File: src/rtl/shift_sub_divider_pkg.sv
// Shared definitions for the shift/subtract divider.
//   DEFAULT_WIDTH : default operand/result width
//   state_t       : divider FSM state encoding (IDLE, CALC, SIGN, DONE)
package shift_sub_divider_pkg;

  localparam int DEFAULT_WIDTH = 32;

  typedef enum logic [1:0] {
    IDLE = 2'd0,
    CALC = 2'd1,
    SIGN = 2'd2,
    DONE = 2'd3
  } state_t;

endpackage

File: src/rtl/div_trial_sub.sv
// Ripple-carry subtractor used for the restoring-division trial step.
// Ports:
//   i_a      : minuend
//   i_b      : subtrahend
//   o_diff   : i_a - i_b (modulo 2^W)
//   o_borrow : 1 when i_b > i_a (unsigned), i.e. the trial result is negative
module div_trial_sub #(
  parameter int W = 33
) (
  input  logic [W-1:0] i_a,
  input  logic [W-1:0] i_b,
  output logic [W-1:0] o_diff,
  output logic         o_borrow
);

  logic [W:0] w_borrow;

  assign w_borrow[0] = 1'b0;

  for (genvar gi = 0; gi < W; gi++) begin : g_bit
    assign o_diff[gi]       = i_a[gi] ^ i_b[gi] ^ w_borrow[gi];
    assign w_borrow[gi + 1] = (~i_a[gi] & i_b[gi]) |
                              (~(i_a[gi] ^ i_b[gi]) & w_borrow[gi]);
  end

  assign o_borrow = w_borrow[W];

endmodule

File: src/rtl/shift_sub_divider.sv
// Signed restoring divider, one quotient bit per clock.
// Build option: define SHIFT_SUB_DIVIDER_DIV0_DETECT_EN to short-circuit a
// zero divisor (result after two edges, div_by_zero flagged). Without it a
// zero divisor runs the full algorithm and div_by_zero stays 0.
// Handshake: an operation is accepted on a rising edge where
// in_valid && in_ready; a result is consumed on a rising edge where
// out_valid && out_ready. in_ready is high only in IDLE, out_valid only in DONE.
// Ports:
//   clk, rst_n            : clock (rising edge), async active-low reset
//   in_valid, in_ready    : operand handshake
//   dividend, divisor     : signed operands, sampled on the accept edge
//   out_valid, out_ready  : result handshake
//   quotient, remainder   : signed results, truncation toward zero
//   div_by_zero           : result came from a zero divisor
//   o_dbg_state           : current FSM state
module shift_sub_divider
  import shift_sub_divider_pkg::*;
#(
  parameter int WIDTH = DEFAULT_WIDTH
) (
  input  logic             clk,
  input  logic             rst_n,
  input  logic             in_valid,
  output logic             in_ready,
  input  logic [WIDTH-1:0] dividend,
  input  logic [WIDTH-1:0] divisor,
  output logic             out_valid,
  input  logic             out_ready,
  output logic [WIDTH-1:0] quotient,
  output logic [WIDTH-1:0] remainder,
  output logic             div_by_zero,
  output logic [1:0]       o_dbg_state
);

  localparam int                CW        = $clog2(WIDTH);
  localparam logic [CW-1:0]     LAST_STEP = CW'(WIDTH - 1);
  localparam logic [CW-1:0]     CNT_ONE   = CW'(1);
  localparam logic [WIDTH-1:0]  ONE       = WIDTH'(1);

  state_t           r_state, w_next_state;
  logic [CW-1:0]    r_cnt;
  logic [WIDTH-1:0] r_dvd;      // dividend magnitude, shifted out MSB first
  logic [WIDTH-1:0] r_dvs;      // divisor magnitude
  logic [WIDTH-1:0] r_quo;
  logic [WIDTH-1:0] r_rem;      // partial remainder, final remainder after SIGN
  logic             r_qsign;
  logic             r_rsign;
  logic             r_out_valid;
  logic             w_skip;

  logic [WIDTH:0]   w_shift;
  logic [WIDTH:0]   w_diff;
  logic             w_borrow;
  logic             w_unused_diff_msb;

  // Shift the next dividend bit into the partial remainder and try the subtract.
  assign w_shift = {r_rem, r_dvd[WIDTH-1]};

  div_trial_sub #(.W(WIDTH + 1)) u_trial_sub (
    .i_a      (w_shift),
    .i_b      ({1'b0, r_dvs}),
    .o_diff   (w_diff),
    .o_borrow (w_borrow)
  );

  // The kept difference is always below the divisor, so its top bit is zero.
  assign w_unused_diff_msb = w_diff[WIDTH];

`ifdef SHIFT_SUB_DIVIDER_DIV0_DETECT_EN
  logic r_div0;
  assign w_skip      = r_div0;
  assign div_by_zero = r_div0;
`else
  assign w_skip      = 1'b0;
  assign div_by_zero = 1'b0;
`endif

  assign in_ready    = (r_state == IDLE);
  assign out_valid   = r_out_valid;
  assign quotient    = r_quo;
  assign remainder   = r_rem;
  assign o_dbg_state = r_state;

  always_ff @(posedge clk or negedge rst_n) begin
    if (!rst_n) r_state <= IDLE;
    else        r_state <= w_next_state;
  end

  always_comb begin
    w_next_state = r_state;
    case (r_state)
      IDLE: if (in_valid) w_next_state = CALC;
      CALC: begin
        if (w_skip)                  w_next_state = DONE;
        else if (r_cnt == LAST_STEP) w_next_state = SIGN;
      end
      SIGN: w_next_state = DONE;
      DONE: if (r_out_valid && out_ready) w_next_state = IDLE;
      default: w_next_state = IDLE;
    endcase
  end

  always_ff @(posedge clk or negedge rst_n) begin
    if (!rst_n) begin
      r_cnt       <= '0;
      r_dvd       <= '0;
      r_dvs       <= '0;
      r_quo       <= '0;
      r_rem       <= '0;
      r_qsign     <= 1'b0;
      r_rsign     <= 1'b0;
      r_out_valid <= 1'b0;
`ifdef SHIFT_SUB_DIVIDER_DIV0_DETECT_EN
      r_div0      <= 1'b0;
`endif
    end else begin
      case (r_state)
        IDLE: begin
          if (in_valid) begin
            r_dvd   <= dividend[WIDTH-1] ? (~dividend + ONE) : dividend;
            r_dvs   <= divisor[WIDTH-1]  ? (~divisor + ONE)  : divisor;
            r_qsign <= dividend[WIDTH-1] ^ divisor[WIDTH-1];
            r_rsign <= dividend[WIDTH-1];
            r_cnt   <= '0;
            r_quo   <= '0;
            r_rem   <= '0;
`ifdef SHIFT_SUB_DIVIDER_DIV0_DETECT_EN
            // Final results are loaded now; CALC only spends one edge on the way to DONE.
            r_div0  <= (divisor == '0);
            if (divisor == '0) begin
              r_quo <= '1;
              r_rem <= dividend;
            end
`endif
          end
        end
        CALC: begin
          if (!w_skip) begin
            r_rem <= w_borrow ? w_shift[WIDTH-1:0] : w_diff[WIDTH-1:0];
            r_quo <= {r_quo[WIDTH-2:0], ~w_borrow};
            r_dvd <= {r_dvd[WIDTH-2:0], 1'b0};
            r_cnt <= r_cnt + CNT_ONE;
          end
        end
        SIGN: begin
          if (r_qsign) r_quo <= ~r_quo + ONE;
          if (r_rsign) r_rem <= ~r_rem + ONE;
        end
        DONE: begin
          // out_valid rises one edge after entering DONE and drops on the take edge.
          if (!r_out_valid)    r_out_valid <= 1'b1;
          else if (out_ready)  r_out_valid <= 1'b0;
        end
        default: ;
      endcase
    end
  end

endmodule

File: config.mk
export PLATFORM = sky130hd
export DESIGN_NAME = shift_sub_divider
export DESIGN_NICKNAME = d
export VERILOG_FILES = /design/src/rtl/shift_sub_divider_pkg.sv /design/src/rtl/div_trial_sub.sv /design/src/rtl/shift_sub_divider.sv
export SDC_FILE = /design/constraint.sdc
export NUM_CORES = 1
export LEC_CHECK = 0
export CAP_MARGIN = 15
export CORE_ASPECT_RATIO = 0.9
export CORE_UTILIZATION = 56
export CTS_BUF_LIST = sky130_fd_sc_hd__clkbuf_16
export DETAILED_ROUTE_END_ITERATION = 10
export PLACE_DENSITY = 0.81
export SLEW_MARGIN = 20
export SYNTH_ARGS = -nofsm -noshare
export SYNTH_HDL_FRONTEND = slang
export SYNTH_SLANG_ARGS = --single-unit
File: constraint.sdc
create_clock -name clk -period 16.95 [get_ports clk]
set_clock_uncertainty 0.2 [all_clocks]
set_input_delay 3.39 -clock clk [delete_from_list [all_inputs] [get_ports clk]]
set_output_delay 3.39 -clock clk [all_outputs]
set_load 0.01 [all_outputs]
# --- After elaboration in Yosys (flattened, before gate mapping) ---
# Index checks and enable logic that the tools add are counted.
totals:
  register_bits: 138
  in_bits: 68
  output_inout_bits: 69
  elab_cells: 278
op_classes:
  add_sub_neg: 5
  n_eq_ne: 9
  mux: 18
  bitwise: 228
  n_reduce_logical: 9
ops:
  columns: ["cell", "count"]
  rows:
  - ["$mux W32", 7]
  - ["$pmux W32 S3", 2]
  - ["$add A32 B1 Y32 const B", 4]
  - ["$not A32 Y32", 4]
  - ["$not A1 Y1", 65]
  - ["$and A1 B1 Y1", 64]
  - ["$pmux W32 S2", 1]
  - ["$xor A1 B1 Y1", 64]
  - ["$or A1 B1 Y1", 31]
  - ["$ne A2 B2 Y1 const B", 5]
  - ["$pmux W5 S2", 1]
  - ["$reduce_and A3 Y1", 3]
  - ["$pmux W2 S4", 1]
  - ["$mux W2", 3]
  - ["$add A5 B1 Y5 const B", 1]
  - ["$eq A5 B5 Y1 const B", 1]
  - ["$mux W5", 1]
  - ["$eq A2 B2 Y1 const B", 2]
  - ["$reduce_and A2 Y1", 2]
  - ["$reduce_bool A3 Y1", 1]
  - ["$eq A2 B1 Y1 const B", 1]
  - ["$logic_not A2 Y1", 1]
  - ["$mux W1", 2]
  - ["$reduce_bool A2 Y1", 1]
  - ["$logic_and A1 B1 Y1", 1]

# --- Depth between registers and ports, before layout ---
# Gate-level depths: netlist (run 1).
depth:
  depth_word: 67
  ltp_mapped: 44
  mapped_depth_nobuf: 43

# --- Hierarchy ---
# From an unflattened synthesis (run 1), not the netlist that was laid out.
unflattened:
  cells_unflattened: 1144
  hier_area_um2: 9594.2
by_module_without_submodules:
  columns: ["mod", "n_inst", "cells_per_inst", "area_each_um2", "seq_area_each_um2"]
  rows:
  - ["shift_sub_divider", 1, 1043, 8685.8, 3453.3]
  - ["div_trial_sub", 1, 101, 908.4, 0.0]

# --- Worst setup path after synthesis (run 1) ---
# OpenSTA, ideal clock, no wires.
synth_path:
  path_type: "reg2reg"
  from: "register r_dvd[31]"
  to: "register r_rem[15], in the netlist remainder[15]"
  setup_time_ns: 0.142
  arrival_time_ns: 12.831
  required_time_ns: 16.608
  path_slack_ns: 3.777
  stages_incl_launch_ff: 44
  n_path_buf: 2
  synth_period_minus_slack_ns: 13.173
  cell_sequence: "dfrtp_1 inv_1 ha_1 inv_1 fa_1 inv_1 fa_1 fa_1 fa_1 fa_1 fa_1 fa_1 fa_1 fa_1 fa_1 fa_1 fa_1 fa_1 [8 not listed] fa_1 fa_1 fa_1 fa_1 fa_1 fa_1 fa_1 fa_1 fa_1 fa_1 fa_1 inv_1 fa_1 or2_2 clkbuf_1 buf_1 mux2i_1 o221ai_1"
synth_via:
  elab_chain_cells: 67
  word_cells_on_any_way: 68
synth_rtl:
  columns: ["item", "line", "source"]
  rows:
  - ["from (decl)", "shift_sub_divider.sv:42", "logic [WIDTH-1:0] r_dvd;"]
  - ["from (signal assigned)", "shift_sub_divider.sv:120", "r_dvd <= dividend[WIDTH-1] ? (~dividend + ONE) : dividend;"]
  - ["from (signal assigned)", "shift_sub_divider.sv:141", "r_dvd <= {r_dvd[WIDTH-2:0], 1'b0};"]
  - ["$not A1 Y1 *", "div_trial_sub.sv:22", "assign w_borrow[gi + 1] = (~i_a[gi] & i_b[gi]) |"]
  - ["$and A1 B1 Y1 *", "div_trial_sub.sv:22", null]
  - ["$and A1 B1 Y1 *", "div_trial_sub.sv:23", "(~(i_a[gi] ^ i_b[gi]) & w_borrow[gi]);"]
  - ["$or A1 B1 Y1 *", "div_trial_sub.sv:22", null]
  - ["$and A1 B1 Y1 *", "div_trial_sub.sv:23", null]
  - ["$or A1 B1 Y1 *", "div_trial_sub.sv:22", null]
  - ["$and A1 B1 Y1 *", "div_trial_sub.sv:23", null]
  - ["$or A1 B1 Y1 *", "div_trial_sub.sv:22", null]
  - ["[51 not listed]", null, null]
  - ["$or A1 B1 Y1", "div_trial_sub.sv:22", null]
  - ["$and A1 B1 Y1", "div_trial_sub.sv:23", null]
  - ["$or A1 B1 Y1", "div_trial_sub.sv:22", null]
  - ["$and A1 B1 Y1", "div_trial_sub.sv:23", null]
  - ["$or A1 B1 Y1", "div_trial_sub.sv:22", null]
  - ["$and A1 B1 Y1", "div_trial_sub.sv:23", null]
  - ["$mux W32 *", "shift_sub_divider.sv:139", "r_rem <= w_borrow ? w_shift[WIDTH-1:0] : w_diff[WIDTH-1:0];"]
  - ["$pmux W32 S3 *", "shift_sub_divider.sv:117", "case (r_state)"]
  - ["to (signal assigned)", "shift_sub_divider.sv:139", null]
  - ["to (signal assigned)", "shift_sub_divider.sv:147", "if (r_rsign) r_rem <= ~r_rem + ONE;"]
  - ["to (decl)", "shift_sub_divider.sv:45", "logic [WIDTH-1:0] r_rem;"]
# Every way passes the cells marked *; elsewhere a longest branch is shown, timed or not.
# A chain may end at the register's enable or synchronous reset.

# --- Worst setup path in the final report (run 1) ---
layout_path:
  from: "register r_dvd[31]"
  to: "register r_rem[29], in the netlist remainder[29]"
layout_via:
  elab_chain_cells: 67
  word_cells_on_any_way: 68
layout_rtl:
  columns: ["item", "line"]
  rows:
  - ["$not A1 Y1 *", "div_trial_sub.sv:22"]
  - ["$and A1 B1 Y1 *", "div_trial_sub.sv:22"]
  - ["$and A1 B1 Y1 *", "div_trial_sub.sv:23"]
  - ["$or A1 B1 Y1 *", "div_trial_sub.sv:22"]
  - ["$and A1 B1 Y1 *", "div_trial_sub.sv:23"]
  - ["$or A1 B1 Y1 *", "div_trial_sub.sv:22"]
  - ["$and A1 B1 Y1 *", "div_trial_sub.sv:23"]
  - ["$or A1 B1 Y1 *", "div_trial_sub.sv:22"]
  - ["[51 not listed]", null]
  - ["$or A1 B1 Y1", "div_trial_sub.sv:22"]
  - ["$and A1 B1 Y1", "div_trial_sub.sv:23"]
  - ["$or A1 B1 Y1", "div_trial_sub.sv:22"]
  - ["$and A1 B1 Y1", "div_trial_sub.sv:23"]
  - ["$or A1 B1 Y1", "div_trial_sub.sv:22"]
  - ["$and A1 B1 Y1", "div_trial_sub.sv:23"]
  - ["$mux W32 *", "shift_sub_divider.sv:139"]
  - ["$pmux W32 S3 *", "shift_sub_divider.sv:117"]
# Marked as above.

==> summary.md, run 1 <==
| Metric | Value |
|---|---|
| Die footprint | between 0.015 and 0.02 sq mm |
| PostCTS Resize Cnt | 0 |
| FF+latch count, synth | about 140 |
| CP endpoint kind | register |
| Rel. slew slack | 29.7% |
| Seq pwr share | 24.6% |
| CP Max Fanout | 27 |
| Vias | between 9000 and 10000 |
| I/O Pins | about 140 |
| Power share of the combinational group | between 50% and 60% |
| Vias per cell | between 6 and 7 |
| 1st-pass router iterations | 5 |
| Clock root buffer | clkbuf_16 |
| Crit path required time | about 17 ns |
| Post-synth top area share | 36.1% |
| Initial antenna violation count | 0 |
| M1 GR Usage | roughly 46% |
| Htree depth | 4 |
| Starting Density | roughly three fifths |
| Ys async rst share | 100% |
| ANT nets after route | 0 |
| CTS clock-pin slew for the worst setup and hold paths | roughly 0.060 ns |
| Crit path kind | register to register |
| Post-Synthesis Cells | roughly 1100 |
| Max-slew violations | 0 |
| Hold crit path type | register to register |
| Internal cell power | 1290 uW |
| NetSw | ~1200 uW |
| First-pass GRT wire length | about 44000 um |
| Input/output buffers | ~140 |
| Pleak | about 0.0047 uW |
| DRC Markers | 0 |
| PwrDens | 217 mW/mm^2 |
| Drt initial violations | 994 |
| Most Crowded Layer GR | met1 |
| Worst-margin pin slew | 1.05 ns |
| Post-route clock period utilization | approximately 82% |
| Core region area | between 0.015 and 0.02 sq mm |
| Postcts setup bufs | 0 |
| Met3 usage in global routing | approximately 7.7% |
| Startpoint Class | register |
| Crit path top cell by count | fa_1 |
| Synth top area cells | dfrtp_1 (36%), o21ai_0 (7.0%), fa_1 (6.5%) |
| Die W | 140 um |
| Max-cap viol count | 0 |
| Multiplexer share of the synthesized area | under 10% |
| Placed cells | ~1400 |
| CTS tree | built |
| Outcome | completed |
| Final HPWL DP | between 15000 and 20000 um |
| Mean post-synth cell area | around 8.6 sq um |
| Die height | ~130 um |
| Peak VDD IR | between 100 and 150 uV |
| Vias in the first global route | about 8500 |
| Synth Area in Adders | 7.92% |
| Ys Warns | 0 |
| Simple-gate area share of the yosys netlist | about a fifth |
| Syn nets | roughly 1200 |
| Nets@finish | about 1300 |
| Remaining Overflow, GRT | 0 |
| Clock sink count | 138 |
| Worst Path Arrival | ~14 ns |
| Final Hold Viols | 0 |
| Diodes inserted | 0 |
| Max Clk Rate | about 70 MHz |
| Hold depth | 2 |
| Drt wl/cell | 18.7 um |
| Count of unique library cells instantiated by Yosys | a little under 70 |
| Main combinational cell family by area after synthesis | compound AO/OA/AOI/OAI gates |
| Total routed wirelength | roughly 27000 um |
| Total CTS buffers | 17 |
| Routability congestion estimate | between 0.9 and 1 |
| Most used DFF post-synth | dfrtp_1 |
| Share of layout cells above drive strength 1 | around 5.6% |
| Yosys top cell by area | dfrtp_1 |
| Endpoints failing setup | 0 |
| Tot GR Track Use | between 30% and 40% |
| Post-CTS Hold Fix Bufs | 0 |
| Slowest stage cell, crit path | or2_2 |
| Largest net degree at the start of global routing | 93 |
| Clock power share | around 16% |
| Minimum clock period | 13.95 ns |
| Sw frac | 48.6% |
| Area Growth Syn to Fin | 21.1% |
| Row count | 44 |
| Register area share after synthesis | approximately 36% |
| Synth cell count leaders | dfrtp_1 (138), o21ai_0 (133), nand2_1 (105) |
| Syn Std Cell Area | approximately 0.0096 sq mm |
| Post-Synth XOR/XNOR Area | around 5.4% |
| Met2 usage | 45.4% |
| Most common cell in the netlist | dfrtp_1 |
| Worst path max stage delay | 0.50 ns |
| Worst-Skew Late Latency | about 0.43 ns |
| Number of enable flip-flop cells after synthesis | 0 |
| Compound-gate portion of the synthesized area | between 20% and 30% |
| Setup TNS | 0 ns |
| CTS Buffer Depth | 2 |
| Depth of the most critical reg-to-reg path | 43 |
| Post-Layout Cell Count | 1417 |
| RSZ-0062 raised after global routing | false |
-- metrics by stage --
stage	worst slack (ns)	hold slack, ns	util [%]	instance area [sq um]	power [uW]
2_1_floorplan	3.78	0.240	-	9570	1620
4_1_cts	3.12	0.285	70.6	11600	2480
3_5_place_dp	3.18	0.265	66.9	11000	2080
5_1_grt	2.40	0.307	70.6	11600	2700
6_report	3.00	0.284	70.6	11600	2510
3_3_place_gp	3.41	0.253	66.9	11000	2040
-- layout by cell type, fill, tap and decap left out, drive strengths merged, types with 13 or more instances in the layout --
cell,n
xor2,48
nand3,29
nor4,26
nand2,105
o22ai,13
clkbuf,17
o21ai,134
nor3,39
mux2i,13
inv,58
clkdlybuf4s50,133
nor2,58
or3,27
o31ai,15
or4,15
nand4,13
a21oi,57
dfrtp,138
fa,31
o41ai,22
-- final cells by class --
type	count	area, sq um
multi-input combinational	839	5640
tap	207	259
clock inverter	15	183
timing repair buffer	144	1420
sequential	138	3450
inverter	57	214
clock buffer	17	425
fill	1307	4820
-- worst paths after layout --
path | slack, ns | start | end
max | 3.00 | r_dvd[31]$_DFFE_PN0P_ | remainder[29]$_DFFE_PN0P_
min | 0.28 | r_dvs[15]$_DFFE_PN0P_ | r_dvs[15]$_DFFE_PN0P_
max reg2reg | 3.00 | r_dvd[31]$_DFFE_PN0P_ | remainder[29]$_DFFE_PN0P_
min reg2reg | 0.28 | r_dvs[15]$_DFFE_PN0P_ | r_dvs[15]$_DFFE_PN0P_
max in group asynchronous | 12.53 | rst_n | remainder[14]$_DFFE_PN0P_
min in group asynchronous | 2.85 | rst_n | remainder[23]$_DFFE_PN0P_
-- power by group through the flow --
stage                     clock [uW]  sequential [uW]  combinational [uW]
after global placement             0              614                1430
after floorplan                    0              590                1030
final                            389              619                1500
after CTS                        392              613                1470
after detailed placement           0              618                1460
after global routing             407              638                1650
-- critical path, delay by kind of cell (launching register included) --
family	cells	cell delay [ns]
AOI/OAI and AO/OA	2	0.50
adders and majority gates	32	11.75
buffers and inverters	6	0.39
DFF	1	0.35
and+or+nand+nor	3	0.68
-- logic make-up after synthesis --
logic type               count (synthesis)
multiplexers                            14
buffers and inverters                  132
flip-flops                             138
XOR/XNOR                                59
AO/OA/AOI/OAI                          344
adder cells (fa/ha/maj)                 42
AND/OR/NAND/NOR                        379
other                                    1
-- metal layers --
metal | vias up | wire, um
met5 | - | 0
met1 | 4397 | 11800
met3 | 54 | 2410
li1 | 4273 | -
met2 | 454 | 11700
met4 | 0 | 512
-- sequential cells by signal, summed over array words and instances (netlist names) --
signal	cells
remainder	32
r_rsign	1
out_valid	1
quotient	32
r_qsign	1
o_dbg_state	2
r_dvd	32
r_cnt	5
r_dvs	32
Power figures use the tool's default switching activity.
==> run 2: changes to the inputs <==
--- a/config.mk
+++ b/config.mk
@@ -7,10 +7,10 @@
 export LEC_CHECK = 0
 export CAP_MARGIN = 15
 export CORE_ASPECT_RATIO = 0.9
-export CORE_UTILIZATION = 56
+export CORE_UTILIZATION = 51
 export CTS_BUF_LIST = sky130_fd_sc_hd__clkbuf_16
 export DETAILED_ROUTE_END_ITERATION = 10
-export PLACE_DENSITY = 0.81
+export PLACE_DENSITY = 0.77
 export SLEW_MARGIN = 20
 export SYNTH_ARGS = -nofsm -noshare
 export SYNTH_HDL_FRONTEND = slang
==> constraint.sdc (replaced) <==
create_clock -name clk -period 12.44 [get_ports clk]
set_clock_uncertainty 0.2 [all_clocks]
set_input_delay 2.488 -clock clk [delete_from_list [all_inputs] [get_ports clk]]
set_output_delay 2.488 -clock clk [all_outputs]
set_load 0.01 [all_outputs]
==> run 2 against run 1 <==
Compared with the run above:
- the run now ends with DRC, setup timing left
- cell area is 3.8% higher
- maximum frequency increased by 12%
- die area rose by 9.6%
- clock power rose by 32%
- non-clock buffer count rose by 16
- setup slack worse by 3.0 ns
- critical path depth is 2 higher
- register-to-register slack got worse by 3.0 ns
- power increased by 47%
- combinational power increased by 56%
- wire length rose by 4.2%
- via count up 1.9%
- largest power group unchanged
==> summary.md, run 2 (synthesized netlist as in run 1, its figures left out) <==
| Metric | Value |
|---|---|
| Share of layout cells above drive strength 1 | 12.2% |
| Clock sink count | 138 |
| Fill cell instance count of the final layout | roughly 1500 |
| CP endpoint kind | register |
| Htree depth | 4 |
| Final Hold Viols | 0 |
| Crit path top cell by count | fa_2 |
| Total CTS buffers | 17 |
| Sw frac | 49.1% |
| Routability congestion estimate | 0.946 |
| CP Capture Point | remainder[7]$_DFFE_PN0P_ |
| Clock root buffer | clkbuf_16 |
| CTS clock-pin slew for the worst setup and hold paths | about 0.060 ns |
| 1st-pass router iterations | 9 |
| Pleak | between 0.004 and 0.005 uW |
| CP Max Fanout | 8 |
| Clock power share | between 10% and 20% |
| Minimum clock period | around 12 ns |
| Crit path required time | approximately 13 ns |
| Die W | roughly 150 um |
| Diodes inserted | 0 |
| Total routed wirelength | roughly 28000 um |
| CTS tree | built |
| DRC Markers | 2 |
| Commonest non-fill, non-tap cell in the layout | dfrtp_1 |
| Power share of the combinational group | 63.3% |
| Row count | 47 |
| Die height | ~130 um |
| Input/output buffers | between 100 and 150 |
| Vias in the first global route | 8457 |
| Worst-margin pin slew | around 1.1 ns |
| Post-Layout Cell Count | about 1500 |
| Worst-Skew Late Latency | between 0.4 and 0.5 ns |
| Placed cells | between 1000 and 1500 |
| R2R Path End | remainder[7]$_DFFE_PN0P_ |
| Depth of the most critical reg-to-reg path | 45 |
| Min Hold Slack | 0.273 ns |
| Reg-to-Reg Start | r_dvd[31]$_DFFE_PN0P_ |
| Endpoints failing setup | 1 |
| First-pass GRT wire length | 43500 um |
| Drt wl/cell | approximately 19 um |
| Max-cap viol count | 0 |
| Vias per cell | 6.36 |
| Largest net degree at the start of global routing | 85 |
| Hold crit path type | register to register |
| Slowest stage cell, crit path | dfrtp_1 |
| Violated checks | DRC, setup timing |
| Nets@finish | 1323 |
| Drt initial violations | around 800 |
| Peak VDD IR | 162 uV |
| I/O Pins | 137 |
| Final HPWL DP | between 15000 and 20000 um |
| Internal cell power | around 1900 uW |
| PwrDens | between 300 and 400 mW/mm^2 |
| Worst path max stage delay | 0.37 ns |
| Vias | about 9400 |
| Post-route clock period utilization | 100% |
| Crit path kind | register to register |
| Core region area | 0.0184 sq mm |
| Max Clk Rate | between 80 and 90 MHz |
| RSZ-0062 raised after global routing | true |
| Area Growth Syn to Fin | 25.7% |
| Post-CTS Hold Fix Bufs | 0 |
| Max-slew violations | 0 |
| NetSw | about 1800 uW |
| Outcome | complete, but fails checks |
| Rel. slew slack | 24.5% |
| FF-to-FF setup slack | -0.008 ns |
| Starting Density | between 50 and 60% |
| Tot GR Track Use | between 20% and 30% |
| CTS Buffer Depth | 2 |
| Seq pwr share | between 20% and 30% |
| Initial antenna violation count | 0 |
| Most frequent cells in the layout | dfrtp_1 (138), clkdlybuf4s50_1 (134), o21ai_0 (116) |
| Crit path launch | r_dvd[31]$_DFFE_PN0P_ |
| Power Total | ~3700 uW |
| Worst Path Arrival | 12.54 ns |
| Die footprint | 0.0193 sq mm |
| Final worst slack | -0.00779 ns |
| Remaining Overflow, GRT | 0 |
| ANT nets after route | 0 |
| Startpoint Class | register |
run 2: cell types whose count changed in the layout (fill, tap and decap cells not counted), sizes merged:
cell | previous run | this run
buf | 11 | 24
bufinv | 4 | 2
clkbuf | 17 | 19
clkdlybuf4s50 | 133 | 134
clkinv | 6 | 2
clkinvlp | 4 | 3
inv | 58 | 65
run 2: through the flow:
stage	cell area, sq um	util [%]	setup slack (ns)	TNS [ns]
floorplan	9620	-	0.0318	0
global placement	11100	60.6	-0.254	-3.71
detailed placement	11100	60.6	-0.419	-9.35
CTS	11800	64.0	0.0380	0
global route	12000	65.4	-0.249	-3.69
finish	12000	65.4	-0.00779	-0.00779
run 2: per-layer routing:
| layer | global-route usage (%) | vias to the layer above | wire, um |
|---|---|---|---|
| met1 | 39.6 | 4490 | 11900 |
| met2 | 42.7 | 479 | 12500 |
| met5 | 0 | - | 0 |
| met4 | 10.4 | 0 | 801 |
| li1 | - | 4305 | - |
| met3 | 5.78 | 80 | 2370 |
run 2: worst min-delay path by stage:
stage               cells after the start                     to  slack [ns]                   from
global placement                        2   r_dvd[8]$_DFFE_PN0P_        0.26   r_dvd[8]$_DFFE_PN0P_
finish                                  2   r_dvd[8]$_DFFE_PN0P_        0.27   r_dvd[8]$_DFFE_PN0P_
CTS                                     2   r_dvd[8]$_DFFE_PN0P_        0.28   r_dvd[8]$_DFFE_PN0P_
detailed placement                      2   r_dvd[8]$_DFFE_PN0P_        0.26   r_dvd[8]$_DFFE_PN0P_
global route                            1   r_cnt[4]$_DFFE_PN0P_        0.30   r_cnt[4]$_DFFE_PN0P_
floorplan                               2  r_dvd[13]$_DFFE_PN0P_        0.24  r_dvd[13]$_DFFE_PN0P_
run 2: power groups by stage:
| stage | logic [uW] | clock network, uW | registers, uW |
|---|---|---|---|
| after floorplan | 1420 | 0 | 806 |
| after global placement | 2010 | 0 | 835 |
| after detailed placement | 2050 | 0 | 842 |
| after CTS | 2090 | 518 | 837 |
| after global routing | 2530 | 535 | 872 |
| final | 2340 | 513 | 847 |
run 2: layout make-up:
class / instances / area [sq um] / area share (%)
Sequential cell: 138 / 3450 / 28.7
Timing Repair Buffer: 160 / 1620 / 13.5
Multi-Input combinational cell: 839 / 5840 / 48.6
Clock inverter: 15 / 163 / 1.35
Inverter: 57 / 216 / 1.80
Clock buffer: 17 / 425 / 3.54
Tap cell: 245 / 307 / 2.55
run 2: timing repair:
item | 4_1_cts | 5_1_grt
setup buffers | 0 | 5
setup endpoints to repair | 33 | 33
gates resized for setup | 18 | 63
pin swaps | 4 | 20
cloned | 0 | 3
run 2: critical path: cells and delay by family (launching register included):
kind,cells,cell delay (ns)
adders and majority gates,32,10.56
AOI/OAI and AO/OA,3,0.38
DFF,1,0.37
and+or+nand+nor,2,0.14
buffers and inverters,8,0.63
